## src/rtl/axis_argmax.sv

```systemverilog
// axis_argmax: streams NUM_CLASSES signed scores per image and emits the index of the largest one
module axis_argmax #(
  parameter int WIDTH       = 32,
  parameter int NUM_CLASSES = 10,
  parameter int IDX_W       = 4
) (
  input  logic             clk,
  input  logic             rst,
  input  logic [WIDTH-1:0] s_data,
  input  logic             s_valid,
  output logic             s_ready,
  output logic [WIDTH-1:0] m_data,
  output logic             m_valid,
  input  logic             m_ready,
  output logic [WIDTH-1:0] max_score,
  output logic             done
);
  typedef enum logic {COLLECT, OUTPUT} state_t;
  state_t state, state_nx;
  logic [IDX_W-1:0] cnt, cnt_nx, best_idx, best_idx_nx;
  logic [WIDTH-1:0] best, best_nx;
  logic s_fire, last, take;
  assign s_ready   = rst & (state == COLLECT);
  assign m_valid   = state == OUTPUT;
  assign m_data    = WIDTH'(best_idx);
  assign max_score = best;
  assign done      = m_valid & m_ready;
  // The first beat loads unconditionally so the previous image never leaks in; ties keep the lower index
  always_comb begin
    s_fire      = s_valid & s_ready;
    last        = cnt == IDX_W'(NUM_CLASSES - 1);
    take        = s_fire & ((cnt == '0) | ($signed(s_data) > $signed(best)));
    best_nx     = take ? s_data : best;
    best_idx_nx = take ? cnt : best_idx;
    cnt_nx      = s_fire ? (last ? '0 : cnt + IDX_W'(1)) : cnt;
    state_nx    = state == COLLECT ? ((s_fire & last) ? OUTPUT : COLLECT)
                                   : (m_ready ? COLLECT : OUTPUT);
  end
  always_ff @(posedge clk or negedge rst) begin
    if (!rst) begin
      state    <= COLLECT;
      cnt      <= '0;
      best     <= '0;
      best_idx <= '0;
    end else begin
      state    <= state_nx;
      cnt      <= cnt_nx;
      best     <= best_nx;
      best_idx <= best_idx_nx;
    end
  end
endmodule

```

## config.mk

```make
export PLATFORM = sky130hd
export DESIGN_NAME = axis_argmax
export DESIGN_NICKNAME = d
export VERILOG_FILES = /design/src/rtl/axis_argmax.sv
export SDC_FILE = /design/constraint.sdc
export NUM_CORES = 1
export LEC_CHECK = 0
export CORE_MARGIN = 3
export CORE_UTILIZATION = 55
export CTS_BUF_LIST = sky130_fd_sc_hd__clkbuf_8
export CTS_CLUSTER_SIZE = 20
export DETAILED_ROUTE_END_ITERATION = 10
export DONT_BUFFER_PORTS = 1
export PLACE_DENSITY_LB_ADDON = 0.25
export SLEW_MARGIN = 20
export SYNTH_ARGS = -nofsm -noshare
export SYNTH_HDL_FRONTEND = slang
export SYNTH_SLANG_ARGS = --single-unit
```

## constraint.sdc

```tcl
create_clock -name clk -period 2.9 [get_ports clk]
set_input_delay 0.58 -clock clk [delete_from_list [all_inputs] [get_ports clk]]
set_output_delay 0.58 -clock clk [all_outputs]
set_load 0.01 [all_outputs]
```

==> impl_results.md, run 1 <==
- Outcome: finished clean
- WL/cell: between 10 and 15 um
- Die Y: 75.1 um
- Cell count after synthesis: between 200 and 300
- Power density over the cells: ~1100 nW/um^2
- Largest family of logic cells by synthesized area: multiplexers
- CP Data Required Time: between 3000 and 4000 ps
- Final Routed Wirelength: ~4500 um
- GRT overflow: 0
- HP Class: in -> async
- Sequential area share after synthesis: between 30 and 40%
- Antenna violations before repair: 0
- Bufs on Longest Clock Path: 2
- Most used DFF post-synth: dfrtp_1
- CP Max Fanout: 18
- Std-Cell Rows: 24
- Post-CTS Setup Bufs: 0
- Detailed Route Iter0 Violations: 71
- Vias in the first global route: between 1500 and 2000
- Post-synth EDFFs: 0
- Final #Nets: 323
- Register Area: ~1000 um^2
- Post-synthesis async set-or-reset flop share: 100%
- Startpoint types: flip-flop
- Max-Cap Viols: 0
- Post-place setup slack: between 80 and 90 ps
- Setup Skew: a little under 5 ps
- First-pass GRT wire length: a little over 7000 um
- Final worst slack: around 220 ps
- Worst Max-Slew Pin Slew: between 500 and 600 ps
- Cell Area, Placed: between 2000 and 3000 um^2
- WP data arrival: around 2900 ps
- Via/cell ratio: roughly 5.3
- Clk_lat worst skew: a little under 300 ps
- Sequential power share: a little over two fifths
- Net switching power: around 1.1 mW
- Final routed DRC violation total: 0
- Post-synthesis mux area share: approximately 15%
- Area share of the largest cell type after synthesis: about 39%
- Largest net degree at the start of global routing: 42
- Core region area: between 4000 and 5000 um^2
- Fin crit share: around 93%
- CP Class: reg -> reg
- Compound-cell area share of the yosys netlist: between 7 and 8%
- Multi-input gate area: between 1000 and 1500 um^2
- Min cycle time layout: roughly 2700 ps
- Mapped Area: around 2600 um^2
- Die X: between 70 and 80 um
- Yosys cell types: 30
- Register bit total from synthesis: slightly above 40
- Adder-cell area share of the yosys netlist: 15.3%
- Vias: 1634
- Clock power frac: a little under a fifth
- Worst vdd ir: roughly 0.51 mV
- Max frequency: 373 MHz
- Static leakage: between 1 and 1.5 nW
- Pins over their slew limit: 0
- CTS root buffer: clkbuf_8
- Hold WS: 124 ps
- Antenna-violating nets left: 0
- Filler cells: 369
- Die area: around 5600 um^2
- Total CTS buffers: 5
- Layout cells sized above 1: under 10%
- Total design power: between 2 and 3 mW
- Post-route setup TNS: 0 ps
- IO Pins: 103
- DRT Pass-1 Iters: 4
- RSZ-0062 raised after global routing: no
- Synth-to-layout area growth: 4.53%
- TritonCTS clock tree: built
- PortBufs: 0
- Clock Sink Count: 41
- Initial Util: a little under 60%
- Top-count cell post-synth: dfrtp_1
- Worst setup EP type: flip-flop
- YS warnings: 0
- Clock transition at the registers of the reported paths: roughly 80 ps
- Avg Inst Size Synth: about 11 um^2
- Endpoints failing setup: 0
- Int Pwr: around 1.8 mW
- Gpl congestion: around 0.77
- Synth Area in XOR/XNOR: 1.00%
- Slew Limit Headroom: 65.1%
- Synth top cells by count: dfrtp_1 (41), mux2_1 (36), inv_1 (33)
- HPWL after DPL: 3590 um
- Ant. Diodes: 0
- Overall Global Routing Usage: between 10% and 20%
- Sw Share: between 30% and 40%
- Synth area leader: dfrtp_1
- Post-Synth Simple-Gate Area: around 7.7%
- H-tree depth: 2
- Post-route cell area: 2740 um^2
- Final hold viol count: 0
- Most area-consuming cells after synthesis: dfrtp_1 (39%), mux2_1 (15%), ha_1 (15%)
- Combinational share of power: a little under two fifths
## path summary, 6_finish.rpt
path,from,to,slack [ps],cells after the start
worst max-delay path,max_score[9],max_score[14],220,11
worst min-delay path,rst,best_idx[1],120,1
worst max register to register,max_score[9],max_score[14],220,11
worst min register to register,cnt[0],cnt[0],540,1
max in group asynchronous,rst,max_score[30],2570,1
min in group clk,m_ready,m_valid,380,1
## routing by layer
layer | global-route usage (%) | vias to the layer above | wire length (um)
li1 | - | 802 | -
met1 | 18.5 | 766 | 1740
met2 | 27.6 | 59 | 2210
met3 | 6.94 | 7 | 485
met4 | 4.74 | 0 | 54
met5 | 0 | - | 0
## cell families (layout without fill, tap and decap cells)
group | Yosys count | after routing
compound gates | 30 | 30
mux | 36 | 36
xor+xnor | 3 | 3
buf+inv | 65 | 44
simple gates | 42 | 42
flops | 41 | 41
other cells | 1 | 28
fa+ha+maj | 32 | 32
## critical path: stages (launching register included)
cell and delay [ps]:
dfrtp_1 440, inv_1 60, ha_1 290, a21oi_1 170, o21ai_1 100, a221oi_1 300, nor2_1 80, a211oi_2 230
xnor2_1 140, o21ai_4 230, buf_12 190, mux2_1 330
## cell type report
cell class,count,area share [%]
Clock inverter,3,2.37
Sequential cell,41,37.4
Timing Repair Buffer,3,2.19
Clock buffer,5,2.51
Tap cell,52,2.37
Multi-Input combinational cell,171,48.7
Inverter,33,4.51
## per-stage QoR
stage | util, % | std cells
2_1_floorplan | - | 277
5_1_grt | 61.3 | 308
6_report | 61.3 | 308
3_5_place_dp | 57.7 | 299
3_3_place_gp | 57.7 | 299
4_1_cts | 61.2 | 308
## timing repair
| item | in CTS | in global routing |
|---|---|---|
| hold buffers | 1 | 0 |
| gates resized for setup | 0 | 1 |
| endpoints found under the hold margin | 41 | 0 |
| endpoints found under the setup margin | 0 | 17 |
## flip-flops by register name, indices dropped and copies added, names as in the netlist
signal / flops
cnt: 4
best_idx: 4
m_valid: 1
max_score: 32
## cells in the final DEF (no fill, tap or decap)
cell type	synthesis	final
and2_1	2	2
dfrtp_1	41	41
nand2_1	16	16
a21oi_1	14	14
nand3_1	5	5
nor3b_1	1	1
a221oi_1	2	1
clkinv_2	0	1
and4_1	2	2
nand4_1	3	3
a211o_1	1	1
nor2_1	8	8
o21ai_0	4	4
clkbuf_8	0	5
a21o_1	1	1
o22ai_1	1	1
o21ai_1	3	3
bufinv_16	0	2
conb_1	1	28
o21ai_4	1	1
xnor2_1	2	2
a221oi_2	0	1
xor2_1	1	1
buf_12	0	3
o41ai_1	1	1
nor2b_1	4	4
nor3_1	1	1
inv_1	33	33
a211oi_2	1	1
ha_1	32	32
o211ai_1	1	1
mux2_1	36	36
## power groups by stage
stage          clock [mW]  sequential (mW)  combinational [mW]
2_1_floorplan           0             1.19               0.941
3_3_place_gp            0             1.27                1.06
3_5_place_dp            0             1.28                1.11
4_1_cts             0.556             1.27                1.13
5_1_grt             0.576             1.31                1.30
6_report            0.537             1.26                1.11
No activity file was read; power rests on OpenSTA's default activity.
==> run 2, diff against run 1 <==
--- a/config.mk
+++ b/config.mk
@@ -5,6 +5,7 @@
 export SDC_FILE = /design/constraint.sdc
 export NUM_CORES = 1
 export LEC_CHECK = 0
+export ABC_AREA = 1
 export CORE_MARGIN = 3
 export CORE_UTILIZATION = 55
 export CTS_BUF_LIST = sky130_fd_sc_hd__clkbuf_8
==> run 2 against run 1 <==
Against the previous run:
- sequential power is 3% lower
- first-iteration DRC count is 62% higher
- clock skew up 5.0 ps
- highest routed layer unchanged
- design area grew 4.3%
==> impl_results.md, run 2 <==
- Most frequent cells in the layout: nand2_1 (106), inv_1 (49), nand3_1 (41), dfrtp_1 (41), ha_1 (32)
- Post-synth EDFFs: 0
- Min cycle time layout: about 2400 ps
- Post-route cell area: ~2900 um^2
- WL/cell: roughly 13 um
- Power density over the cells: just under 1000 nW/um^2
- Layout cells sized above 1: between 6 and 7%
- CP Class: reg -> reg
- Vias: ~2200
- Final #Nets: between 400 and 500
- Post-synthesis async set-or-reset flop share: 100%
- IO Pins: 103
- Most common cell after layout, fill and taps aside: nand2_1
- Std-Cell Rows: 25
- Yosys cell types: 23
- Setup Skew: 9.82 ps
- Pins over their slew limit: 0
- Top-count cell post-synth: nand2_1
- DRT Pass-1 Iters: 4
- Avg Inst Size Synth: between 7 and 8 um^2
- Worst vdd ir: approximately 0.4 mV
- Fin crit share: 81.3%
- Static leakage: roughly 1.6 nW
- Largest net degree at the start of global routing: 42
- Area share of the largest cell type after synthesis: between 30% and 40%
- Post-CTS Setup Bufs: 0
- Slew Limit Headroom: roughly 65%
- WP data arrival: approximately 2600 ps
- Most area-consuming cells after synthesis: dfrtp_1 (36%), ha_1 (14%), nand2_1 (14%)
- HPWL after DPL: roughly 4200 um
- TritonCTS clock tree: built
- HP Class: in -> async
- Synth top cells by count: nand2_1 (106), inv_1 (49), dfrtp_1 (41), nand3_1 (41)
- Sequential area share after synthesis: around 36%
- Max-Cap Viols: 0
- H-tree depth: 2
- Endpoints failing setup: 0
- Synth area leader: dfrtp_1
- Die X: ~78 um
- RSZ-0062 raised after global routing: no
- Antenna-violating nets left: 0
- Bufs on Longest Clock Path: 2
- Cell Area, Placed: 2750 um^2
- Final hold viol count: 0
- Overall Global Routing Usage: 20.1%
- Final Routed Wirelength: ~5800 um
- Post-route setup TNS: 0 ps
- Final core occ: 59.0%
- Total design power: around 2.8 mW
- Worst Max-Slew Pin Slew: approximately 530 ps
- Via/cell ratio: 5.00
- Clock Sink Count: between 40 and 50
- Total CTS buffers: 5
- Hold WS: 115 ps
- Most used DFF post-synth: dfrtp_1
- Core region area: about 4800 um^2
- CTS root buffer: clkbuf_8
- First-pass GRT wire length: 9670 um
- Startpoint types: flip-flop
- Final routed DRC violation total: 0
- Initial Util: roughly three fifths
- Die Y: between 70 and 80 um
- Filler cells: 448
- Mapped Area: between 2000 and 3000 um^2
- Clk_lat worst skew: ~300 ps
- FF-to-FF setup slack: about 540 ps
- YS warnings: 0
- Max reg flops: 32
- CP Data Required Time: 3100 ps
- Clock transition at the registers of the reported paths: 80 ps
- Antenna violations before repair: 0
- Die area: about 6000 um^2
- Vias in the first global route: about 2100
- Max frequency: approximately 420 MHz
- Ant. Diodes: 0
- Cell count after synthesis: approximately 370
- Worst setup EP type: flip-flop
- CP Max Fanout: 37
- PortBufs: 0
- Detailed Route Iter0 Violations: around 120
- Outcome: finished clean
- GRT overflow: 0
- Synth-to-layout area growth: 0.882%
- Register bit total from synthesis: 41
- Gpl congestion: a little under 0.8
run 2: cell count changes after synthesis, moves of 3 or more:
cell	change
buf_4	+4
inv_1	+16
mux2_1	-36
nand2_1	+90
nand2_2	+11
nand3_1	+36
nor2_1	+6
nor2b_1	-4
o21ai_1	-3
run 2: what timing repair did:
item                                    in CTS  in global routing
endpoints found under the hold margin       41                  0
gates resized for setup                      0                  0
endpoints found under the setup margin       0                  0
hold buffers                                 1                  0
run 2: critical path, cell delays in order, from the launching register on:
cell and delay [ps]:
dfrtp_1 430, inv_1 70, ha_1 290, a21oi_1 160, o21ai_0 110, nand2_1 70
nand2_1 40, a21oi_1 150, nand3_1 100, nand2_1 80, nand2_2 80, nand2_8 210
nand2_8 240, nand2_1 140, nand2_1 60
run 2: area by class of cell:
class	instances	area, um^2	area share, %
Inverter	49	184	6.43
Clock buffer	6	82.6	2.89
Clock inverter	1	7.51	0.262
Sequential cell	41	1030	35.9
Timing Repair Buffer	3	35.0	1.22
Tap cell	67	83.8	2.93
Multi-Input combinational cell	264	1440	50.4
run 2: logic make-up after synthesis:
group                    count (synthesis)  synth area share [%]
AO/OA/AOI/OAI                           22                  4.15
buffers and inverters                   87                  16.5
adder cells (fa/ha/maj)                 32                  14.1
AND/OR/NAND/NOR                        180                  28.3
XOR/XNOR                                 2                 0.618
other                                    1                 0.132
flip-flops                              41                  36.2
run 2: power breakdown:
| group | switching [mW] | internal [mW] |
|---|---|---|
| Combinational | 0.750 | 0.436 |
| Clock | 0.203 | 0.188 |
| Sequential | 0.383 | 0.834 |
run 2: path summary, 6_finish.rpt:
path / cells past startpoint / start / end
min in group clk: 1 / m_ready / m_valid
max in group asynchronous: 1 / rst / max_score[0]
worst min-delay path: 1 / rst / max_score[17]
worst max register to register: 14 / max_score[25] / max_score[26]
worst min register to register: 2 / cnt[3] / best_idx[3]
worst max-delay path: 14 / max_score[25] / max_score[26]
run 2: routing by layer:
| metal | GRT usage (%) | share of wire (%) | wire [um] |
|---|---|---|---|
| met3 | 8.82 | 12 | 682 |
| met2 | 33.4 | 48 | 2750 |
| met5 | 0 | 0 | 0 |
| met1 | 22.7 | 39 | 2260 |
| met4 | 7.30 | 1.6 | 90 |
run 2: stage by stage:
| step | setup WS, ps | instances |
|---|---|---|
| 4_1_cts | 543 | 431 |
| 3_3_place_gp | 475 | 423 |
| 3_5_place_dp | 434 | 423 |
| 2_1_floorplan | 797 | 392 |
| 6_report | 542 | 431 |
| 5_1_grt | 278 | 431 |
==> run 3, diff against run 2 <==
==> constraint.sdc (replaced) <==
create_clock -name clk -period 2.2 [get_ports clk]
set_input_delay 0.44 -clock clk [delete_from_list [all_inputs] [get_ports clk]]
set_output_delay 0.44 -clock clk [all_outputs]
set_load 0.01 [all_outputs]
==> run 3 against run 2 <==
Against the previous run:
- combinational power grew to 2.6 times the previous value
- highest routed layer is now met5
- total power grew 82%
- critical path depth grew 1
- worst hold slack gained 120 ps
- first-iteration DRC count shrank 9.6%
==> impl_results.md, run 3 (synthesis gave the netlist of run 2 again) <==
- Min cycle time layout: 2150 ps
- Critical-path cell list: inv_1 > ha_1 > nand2_2 > nor2_4 > nand4_1 > nor2_2 > nand2_1 > nand2_1 > nand2_1 > nand2_2 > nand2_4 > nand2_8 > nand2_4 > nand2_1 > nand2_1
- Final routed DRC violation total: 0
- Final core occ: a little under three quarters
- Die Y: 77.8 um
- Via/cell ratio: 5.13
- Detailed Route Iter0 Violations: 104
- Std-Cell Rows: 25
- Endpoints failing setup: 0
- Max frequency: about 470 MHz
- RSZ-0062 raised after global routing: yes
- CP delay by family, top: simple AND/OR/NAND/NOR gates
- HP Class: in -> reg
- Core region area: a little under 5000 um^2
- Largest net degree at the start of global routing: 42
- Setup Skew: roughly 9 ps
- Hold WS: between 200 and 250 ps
- DRT Pass-1 Iters: 4
- Critical-path top delay cell: dfrtp_1
- Post-place setup slack: roughly 5 ps
- PortBufs: 0
- Max-Cap Viols: 0
- Most frequent cells in the layout: nand2_1 (101), inv_1 (47), dfrtp_1 (41)
- H-tree depth: 2
- Gpl congestion: approximately 0.77
- Die X: ~80 um
- Most common cell after layout, fill and taps aside: nand2_1
- CP Data Required Time: approximately 2400 ps
- Clock Sink Count: 41
- Bufs on Longest Clock Path: 2
- Delay of the slowest cell on the worst path: 360 ps
- Final #Nets: between 400 and 500
- IO Pins: slightly above 100
- Top cell by count, worst path: nand2_1
- HPWL after DPL: roughly 4500 um
- Vias in the first global route: 2205
- GRT overflow: 0
- Clock transition at the registers of the reported paths: roughly 80 ps
- WP buf/inv: 1
- Total design power: between 5 and 6 mW
- Vias: approximately 2400
- Final hold viol count: 0
- Ant. Diodes: 0
- First-pass GRT wire length: ~9900 um
- Overall Global Routing Usage: about a fifth
- Antenna-violating nets left: 0
- TritonCTS clock tree: built
- Worst setup EP type: flip-flop
- WL/cell: ~16 um
- Die area: 6060 um^2
- Static leakage: ~1.9 nW
- Max reg flops: 32
- Total CTS buffers: 5
- WP data arrival: 2350 ps
- Startpoint types: flip-flop
- Synth-to-layout area growth: 22.6%
- Worst vdd ir: around 0.77 mV
- Antenna violations before repair: 1
- Fin crit share: between 90% and 100%
- Power density over the cells: 1460 nW/um^2
- Final worst slack: between 40 and 50 ps
- Clk_lat worst skew: ~300 ps
- CP Max Fanout: 9
- Pins over their slew limit: 0
- Final Routed Wirelength: between 7000 and 8000 um
- CTS root buffer: clkbuf_8
- Slew Limit Headroom: between 60 and 70%
- Outcome: finished clean
- Initial Util: between 50% and 60%
- Post-route setup TNS: 0 ps
- CP Class: reg -> reg
- Layout cells sized above 1: a little under a quarter
- Worst Max-Slew Pin Slew: between 500 and 600 ps
==> run 3: path summary, 6_finish.rpt <==
| check | start | endpoint | slack [ps] | depth (start not counted) |
|---|---|---|---|---|
| max | max_score[22] | max_score[19] | 50 | 15 |
| min | m_ready | m_valid | 230 | 1 |
| max reg2reg | max_score[22] | max_score[19] | 50 | 15 |
| min reg2reg | cnt[3] | best_idx[3] | 540 | 2 |
| max in group asynchronous | rst | max_score[0] | 1370 | 2 |
| min in group asynchronous | rst | max_score[13] | 620 | 2 |
==> run 3: cell type report <==
cell class	instances	area [um^2]
multi-input cells	271	1690
inverters	49	188
clock inverters	2	33.8
well taps	67	83.8
flip-flops and latches	41	1030
repair buffers	41	374
clock buffers	6	82.6
fillers	393	1370
==> run 3: routing by layer <==
metal  vias to the layer above  track usage (%)  share of wire (%)
met3                        13             8.58                9.1
li1                       1188                -                  -
met4                         2             6.76                1.4
met1                      1156             23.0                 39
met2                        88             34.7                 50
met5                         -                0               0.18
==> run 3: report_power, final <==
part,switching [mW],internal (mW)
sequential,0.297,1.10
clock,0.272,0.366
combinational,1.72,1.34
==> run 3: worst register-to-register path, stage by stage, from the launching register on <==
cell and delay (ps):
dfrtp_1 360, inv_1 60, ha_1 300, nand2_2 80
nor2_4 130, nand4_1 150, nor2_2 160, nand2_1 70
nand2_1 60, nand2_1 50, nand2_2 70, nand2_4 100
nand2_8 160, nand2_4 150, nand2_1 100, nand2_1 50
==> run 3: metrics by stage <==
stage	instance area (um^2)	cells
finish	3480	477
detailed placement	2970	451
global route	3480	477
floorplan	2940	392
CTS	3120	461
global placement	2970	451
==> run 3: repair_timing <==
item | in CTS | in global routing
gates resized for setup | 0 | 33
setup endpoints to repair | 0 | 36
hold buffers | 2 | 0
hold endpoints to repair | 41 | 0
buffers inserted | 0 | 6
